===== src/rtl/line_sched.sv =====
// Frame-level line scheduler: takes one frame descriptor and issues one line
// command per line to the line controller, never while that controller is busy.
module line_sched #(
  parameter int X_MAC        = 4,
  parameter int ADDR_LEN     = 13,
  parameter int MAX_LINE_LEN = 10,
  parameter int LINE_CNT_LEN = 10
) (
  input  logic                         clk,
  input  logic                         rst,
  input  logic                         cfg_valid,
  output logic                         cfg_ready,
  input  logic [ADDR_LEN*X_MAC-1:0]    cfg_base,
  input  logic [ADDR_LEN-1:0]          cfg_stride,
  input  logic [LINE_CNT_LEN-1:0]      cfg_lines,
  input  logic [MAX_LINE_LEN-1:0]      cfg_linelen,
  input  logic                         cfg_ispad,
  input  logic                         cfg_tofifo,
  input  logic                         cfg_fromfifo,
  input  logic                         abort,
  output logic                         lc_valid,
  output logic [ADDR_LEN*X_MAC-1:0]    lc_st_addr,
  output logic [MAX_LINE_LEN-1:0]      lc_linelen,
  output logic                         lc_ispad,
  output logic                         lc_tofifo,
  output logic                         lc_fromfifo,
  input  logic                         lc_busy,
  output logic                         busy,
  output logic                         done,
  output logic [LINE_CNT_LEN-1:0]      lines_issued
);

  localparam int AW = ADDR_LEN * X_MAC;

  localparam logic [2:0] S_IDLE       = 3'd0;
  localparam logic [2:0] S_ISSUE      = 3'd1;
  localparam logic [2:0] S_WAIT_START = 3'd2;
  localparam logic [2:0] S_WAIT_END   = 3'd3;
  localparam logic [2:0] S_DONE       = 3'd4;

  localparam logic [LINE_CNT_LEN-1:0] ONE_LINE = LINE_CNT_LEN'(1);

  logic [2:0]              state_q, state_d;
  logic [AW-1:0]           cur_addr_q, cur_addr_d, next_addr;
  logic [ADDR_LEN-1:0]     stride_q, stride_d;
  logic [LINE_CNT_LEN-1:0] remaining_q, remaining_d;
  logic [LINE_CNT_LEN-1:0] lines_issued_q, lines_issued_d;
  logic [MAX_LINE_LEN-1:0] linelen_q, linelen_d;
  logic                    ispad_q, ispad_d;
  logic                    tofifo_q, tofifo_d;
  logic                    fromfifo_q, fromfifo_d;

  logic                    lc_valid_q, lc_valid_d;
  logic [AW-1:0]           lc_st_addr_q, lc_st_addr_d;
  logic [MAX_LINE_LEN-1:0] lc_linelen_q, lc_linelen_d;
  logic                    lc_ispad_q, lc_ispad_d;
  logic                    lc_tofifo_q, lc_tofifo_d;
  logic                    lc_fromfifo_q, lc_fromfifo_d;
  logic                    done_q, done_d;

  // Each lane advances independently; a lane's carry must never spill into its neighbour.
  always_comb begin
    next_addr = '0;
    for (int j = 0; j < X_MAC; j++) begin
      next_addr[j*ADDR_LEN +: ADDR_LEN] = cur_addr_q[j*ADDR_LEN +: ADDR_LEN] + stride_q;
    end
  end

  always_comb begin
    state_d        = state_q;
    cur_addr_d     = cur_addr_q;
    stride_d       = stride_q;
    remaining_d    = remaining_q;
    lines_issued_d = lines_issued_q;
    linelen_d      = linelen_q;
    ispad_d        = ispad_q;
    tofifo_d       = tofifo_q;
    fromfifo_d     = fromfifo_q;
    lc_valid_d     = 1'b0;
    lc_st_addr_d   = lc_st_addr_q;
    lc_linelen_d   = lc_linelen_q;
    lc_ispad_d     = lc_ispad_q;
    lc_tofifo_d    = lc_tofifo_q;
    lc_fromfifo_d  = lc_fromfifo_q;
    done_d         = 1'b0;

    // Abort overrides everything, including an issue that would otherwise fire this edge.
    if (abort && (state_q != S_IDLE)) begin
      state_d = S_IDLE;
    end else begin
      case (state_q)
        S_IDLE: begin
          if (cfg_valid) begin
            cur_addr_d     = cfg_base;
            stride_d       = cfg_stride;
            remaining_d    = cfg_lines;
            lines_issued_d = '0;
            linelen_d      = cfg_linelen;
            ispad_d        = cfg_ispad;
            tofifo_d       = cfg_tofifo;
            fromfifo_d     = cfg_fromfifo;
            state_d        = (cfg_lines == '0) ? S_DONE : S_ISSUE;
          end
        end
        S_ISSUE: begin
          if (!lc_busy) begin
            lc_valid_d     = 1'b1;
            lc_st_addr_d   = cur_addr_q;
            lc_linelen_d   = linelen_q;
            lc_ispad_d     = ispad_q;
            lc_tofifo_d    = tofifo_q;
            lc_fromfifo_d  = fromfifo_q;
            cur_addr_d     = next_addr;
            remaining_d    = remaining_q - ONE_LINE;
            lines_issued_d = lines_issued_q + ONE_LINE;
            state_d        = S_WAIT_START;
          end
        end
        S_WAIT_START: begin
          if (lc_busy) begin
            state_d = S_WAIT_END;
          end
        end
        S_WAIT_END: begin
          if (!lc_busy) begin
            state_d = (remaining_q == '0) ? S_DONE : S_ISSUE;
          end
        end
        S_DONE: begin
          done_d  = 1'b1;
          state_d = S_IDLE;
        end
        default: state_d = S_IDLE;
      endcase
    end
  end

  always_ff @(posedge clk or posedge rst) begin
    if (rst) begin
      state_q        <= S_IDLE;
      cur_addr_q     <= '0;
      stride_q       <= '0;
      remaining_q    <= '0;
      lines_issued_q <= '0;
      linelen_q      <= '0;
      ispad_q        <= 1'b0;
      tofifo_q       <= 1'b0;
      fromfifo_q     <= 1'b0;
      lc_valid_q     <= 1'b0;
      lc_st_addr_q   <= '0;
      lc_linelen_q   <= '0;
      lc_ispad_q     <= 1'b0;
      lc_tofifo_q    <= 1'b0;
      lc_fromfifo_q  <= 1'b0;
      done_q         <= 1'b0;
    end else begin
      state_q        <= state_d;
      cur_addr_q     <= cur_addr_d;
      stride_q       <= stride_d;
      remaining_q    <= remaining_d;
      lines_issued_q <= lines_issued_d;
      linelen_q      <= linelen_d;
      ispad_q        <= ispad_d;
      tofifo_q       <= tofifo_d;
      fromfifo_q     <= fromfifo_d;
      lc_valid_q     <= lc_valid_d;
      lc_st_addr_q   <= lc_st_addr_d;
      lc_linelen_q   <= lc_linelen_d;
      lc_ispad_q     <= lc_ispad_d;
      lc_tofifo_q    <= lc_tofifo_d;
      lc_fromfifo_q  <= lc_fromfifo_d;
      done_q         <= done_d;
    end
  end

  assign cfg_ready    = (state_q == S_IDLE);
  assign busy         = (state_q != S_IDLE);
  assign lc_valid     = lc_valid_q;
  assign lc_st_addr   = lc_st_addr_q;
  assign lc_linelen   = lc_linelen_q;
  assign lc_ispad     = lc_ispad_q;
  assign lc_tofifo    = lc_tofifo_q;
  assign lc_fromfifo  = lc_fromfifo_q;
  assign done         = done_q;
  assign lines_issued = lines_issued_q;

endmodule


===== config.mk =====
export PLATFORM = sky130hd
export DESIGN_NAME = line_sched
export DESIGN_NICKNAME = d
export VERILOG_FILES = /design/src/rtl/line_sched.sv
export SDC_FILE = /design/constraint.sdc
export NUM_CORES = 1
export LEC_CHECK = 0
export ABC_AREA = 1
export CORE_MARGIN = 8
export CORE_UTILIZATION = 50
export DETAILED_ROUTE_END_ITERATION = 12
export PLACE_DENSITY = 0.76
export RECOVER_POWER = 100
export SYNTH_ARGS = -nofsm -noshare
export SYNTH_HDL_FRONTEND = slang
export SYNTH_SLANG_ARGS = --single-unit

===== constraint.sdc =====
create_clock -name clk -period 6.35 [get_ports clk]
set_input_delay 1.27 -clock clk [delete_from_list [all_inputs] [get_ports clk]]
set_output_delay 1.27 -clock clk [all_outputs]
set_load 0.02 [all_outputs]

Word level (Yosys, flattened, before mapping)
Index checks and enable logic that the tools add are counted.

$add $sub $neg: 6. Equality and inequality tests: 10. Mux-type cells: 22. Bitwise operators: 2. Reduce and logical (&&, ||, !) cells: 10.

Operators with widths (count): 2-to-1 mux 52 bit (2); one-hot mux 52 bit (2 select lines) (1); adder 13 bit (4); 2-to-1 mux 10 bit (4); one-hot mux 10 bit (2 select lines) (2); 2-to-1 mux 3 bit (7); zero test 10 bit (2); one-hot mux 3 bit (4 select lines) (1); adder 10 x 1 -> 10 bit (second input constant) (1); subtractor 10 x 1 -> 10 bit (second input constant) (1); != test 3 bit (second input constant) (3); AND reduction 4 bit (2); equality test 3 x 2 -> 1 bit (second input constant) (2); AND reduction 3 bit (2); 2-to-1 mux 1 bit (5); != test 2 bit (second input constant) (2); equality test 3 x 1 -> 1 bit (second input constant) (1); equality test 3 bit (second input constant) (1); zero test 3 bit (1); != test 3 x 2 -> 1 bit (second input constant) (1); nonzero test 3 bit (1); inverter 1 bit (2); nonzero test 2 bit (1); logical AND 1 bit (1).

Flip-flop bits (word level): 168. Bits of input ports: 93. Word-level logic and storage cells: 66.

Depth between registers and ports, before layout
Depth in word-level cells: 5. Mapped depth: 11. Depth with buffers taken out: 11.

Worst setup path before layout
OpenSTA, ideal clock, no wires.

Path type: input port to flip-flop. From: input port abort. To: register lc_linelen_q[0] (netlist: lc_linelen[0]). Library setup time: 117 ps. Arrival time: 2072 ps. Required time: 6233 ps. Setup slack: 4161 ps. Stages on the path: 8. Cells stage by stage: nand2_1 > inv_2 > nor3_4 > inv_2 > buf_2 > buf_2 > nand2_1 > nand2_1.

Longest elaborated chain between the ends: 3.

Ends and longest elaborated chain: start, declared (line 20) `input logic abort,`; logical AND 1 bit (line 88) `if (abort && (state_q != S_IDLE)) begin`; inverter 1 bit (no source line); AND reduction 3 bit (no source line); end signal, assigned (line 168) `lc_linelen_q <= lc_linelen_d;`; end, declared (line 55) `logic [MAX_LINE_LEN-1:0] lc_linelen_q, lc_linelen_d;`.

No other way between the ends. A chain may end at the register's enable or synchronous reset.

Final worst setup path
From: input port abort. To: register lines_issued_q[2] (netlist: lines_issued[2]).

Longest elaborated chain between the ends: 3.

Ends and longest elaborated chain: logical AND 1 bit (line 88); inverter 1 bit (no source line); AND reduction 4 bit (no source line); end signal, assigned (line 161) `lines_issued_q <= lines_issued_d;`; end, declared (line 47) `logic [LINE_CNT_LEN-1:0] lines_issued_q, lines_issued_d;`.

No other way between the ends.

==> flow_summary.ini <==
[critical_path]
startpoint = abort
critPathLaunchType = primary input
cp_max_fo = 35
crit_required_ps = 6720
endpoint_kind = flop
worstReg2RegStart = state_q[0]$_DFFE_PP0P_
reg2regPathDepth = 10
critPathKind = in -> reg
cp_data_arrival_time_ps = 4850

[logic_synthesis]
ys.warnings.count = 0
synth_top_area_share_pct = 41.2
ys.flop_type = dfrtp_1
synth_top_family_by_area = simple AND/OR/NAND/NOR gates
synth_fa_ha_area_share_pct = 7.03
synth-seq-cells = 168
synth_area_sq_um = 10200
yosysTopAreaCell = dfrtp_1
yosys.area_share.xor_xnor_pct = 1.89
synthTopCellsByArea = dfrtp_1 (41%), nand2_1 (21%), ha_1 (6.2%)
synthMuxAreaShare_pct = 2.87
async_reset_ff_share_pct = 100
synthCells = 1398
yosysUniqueCellTypes = 37
synth_edf_count = 0
synth_compound_gate_area_share_pct = 6.58
synthSimpleGateAreaFrac_pct = 32.9
yosysSeqAreaShare_pct = 41.2
synth_fp_nets = 1546
synth_area_per_cell_sq_um = 7.31

[final_layout]
multi_input_area_sq_um = 5200
seqCellArea_sq_um = 4200
fill_cells = 1793
area_growth_pct = 24.0
final_area_sq_um = 12700
final_common_cell = nand2_1
final_cell_mix = nand2_1 (583), dfrtp_1 (168), inv_1 (138)
layout.nets = 1696
utilization_pct = 62.8
drive_gt1_share_pct = 5.12

[placement]
place_area_sq_um = 12100
hpwlAfterDp_microns = 20000
port_buffers = 171
gp_congestion = 0.947

[global_routing]
grt-ovfl-total = 0
antenna_found_initial = 1
grt_max_degree = 78
grt.total_usage_pct = 22.4
grt_pass1_vias = 9163
grt_pass1_wl_microns = 46500

[sta]
whs_ps = 463
setup_violations = 0
fin_skew_ps = 7.48
fin_tns_setup_ps = 0
maxClockFrequency_ghz = 0.223
drv_slew = 234
period_share_pct = 70.6
tightestPinTransition_ps = 3380
min_period_ps = 4480
rsz0062_at_grt = false
slew-limit-headroom_pct = -127
finalHoldViolations = 0

[clocking]
cts_inserted_buffers = 17
clk_pin_slew_ps = 70
cts_buffer_depth = 2
clkSinkCount = 168
root_buffer = clkbuf_16
cts_max_level = 4
cts_resized = 0
post-cts-setup-buffers = 0
clk_latency_ps = 440
cts-hold-fix-buffers = 0
cts_tree = yes

[min_path]
hold_depth = 2
hp-start = lc_st_addr[6]$_DFFE_PP0P_
hp-class = reg -> reg

[pwr]
leakage_nw = 6.61
pwr_density_cell_nw_per_um2 = 610
total_power_mw = 7.73
vdd_ir_drop_max_mv = 0.425

[die]
die_area_sq_um = 25300
start_util_pct = 50.6
ios = 172
die_w_microns = 159
core_area_sq_um = 20200
rows = 52
die_h_microns = 159

[drt]
wl_met2_microns = 13300
routed-via-count = 9439
drt_iter0_markers = 578
dr.pass1.iters = 7
dr_wl_met3_microns = 1790
post_drt_wl_per_cell_microns = 15.4
wirelength_microns = 28200
drt-met1-wl_microns = 12800
top_layer_used = met5
via_per_inst = 5.15
drc = 0
ant_nets = 0

[job]
drv_cap = 4

[status]
outcome = complete, but fails checks
violations = max-capacitance violations, max-slew violations
[logic make-up (layout without fill, tap and decap cells)]
logic type | count (synthesis) | in the layout
buffers and inverters | 190 | 353
AND/OR/NAND/NOR | 821 | 821
multiplexers | 26 | 26
other | 0 | 1
XOR/XNOR | 22 | 22
AO/OA/AOI/OAI | 116 | 116
adder cells (fa/ha/maj) | 55 | 55
flip-flops | 168 | 168
[power by group]
group | switching [mW] | leakage (nW) | internal (mW)
combinational | 2.79 | 4.25 | 1.77
clock | 0.485 | 0.309 | 0.636
sequential | 0.480 | 2.05 | 1.57
total | 3.75 | 6.61 | 3.98
[sequential cells by signal (all words and copies together) (netlist names), 3 cells and up]
name	count
cur_addr_q	52
lc_linelen	10
lc_st_addr	52
linelen_q	10
lines_issued	10
remaining_q	10
state_q	3
stride_q	13
[per-layer routing]
| layer | vias up | track usage [%] |
|---|---|---|
| li1 | 4757 | - |
| met1 | 4392 | 29.6 |
| met2 | 258 | 36.7 |
| met3 | 30 | 5.02 |
| met4 | 2 | 5.57 |
| met5 | - | 0 |
[through the flow]
stage                     setup slack [ps]  instances
after floorplan                        533       1398
after global placement                2580       1799
after detailed placement              2490       1799
after CTS                             2920       1831
after global routing                  1530       1831
final                                 1870       1832
[worst paths after layout]
kind                                               end  slack (ps)
max                        lines_issued[2]$_DFFE_PP0P_        1870
min                          lc_st_addr[6]$_DFFE_PP0P_         460
max reg2reg                lines_issued[2]$_DFFE_PP0P_        1930
min reg2reg                  lc_st_addr[6]$_DFFE_PP0P_         460
max in group asynchronous   cur_addr_q[17]$_DFFE_PP0P_        2300
min in group asynchronous          ispad_q$_DFFE_PP0P_        2280
[Yosys cell counts, types with 2 or more instances]
cell / instances
nand2_1: 581
dfrtp_1: 168
inv_1: 138
nand3_1: 96
nor2_1: 86
ha_1: 51
a21oi_1: 49
nand4_1: 29
mux2_2: 26
buf_2: 24
o21a_1: 24
o21ai_0: 20
xor2_1: 14
a31oi_1: 12
clkbuf_1: 12
nor3_1: 9
xnor2_1: 8
buf_4: 7
or2_2: 7
inv_2: 6
fa_1: 4
o21ai_1: 4
nand2_2: 3
nand3b_1: 3
buf_1: 2
nor2_2: 2
o211ai_1: 2
o22ai_1: 2
[worst max-delay path: stages]
cell and delay [ps]:
dlygate4sd3_1 550, nand2_1 140, o21ai_0 160, nor2_1 1800, buf_4 560, nand2_1 120, nand2_1 70, nand2_1 40
nor2_1 120
[final cells by class]
type / instances / area share [%]
timing repair buffer: 177 / 13.9
inverter: 144 / 4.28
multi-input combinational: 1040 / 41.1
tap: 270 / 2.67
clock inverter: 15 / 1.55
sequential: 168 / 33.2
clock buffer: 17 / 3.36
antenna: 1 / 0.0198
(Power assumes the default switching activity.)
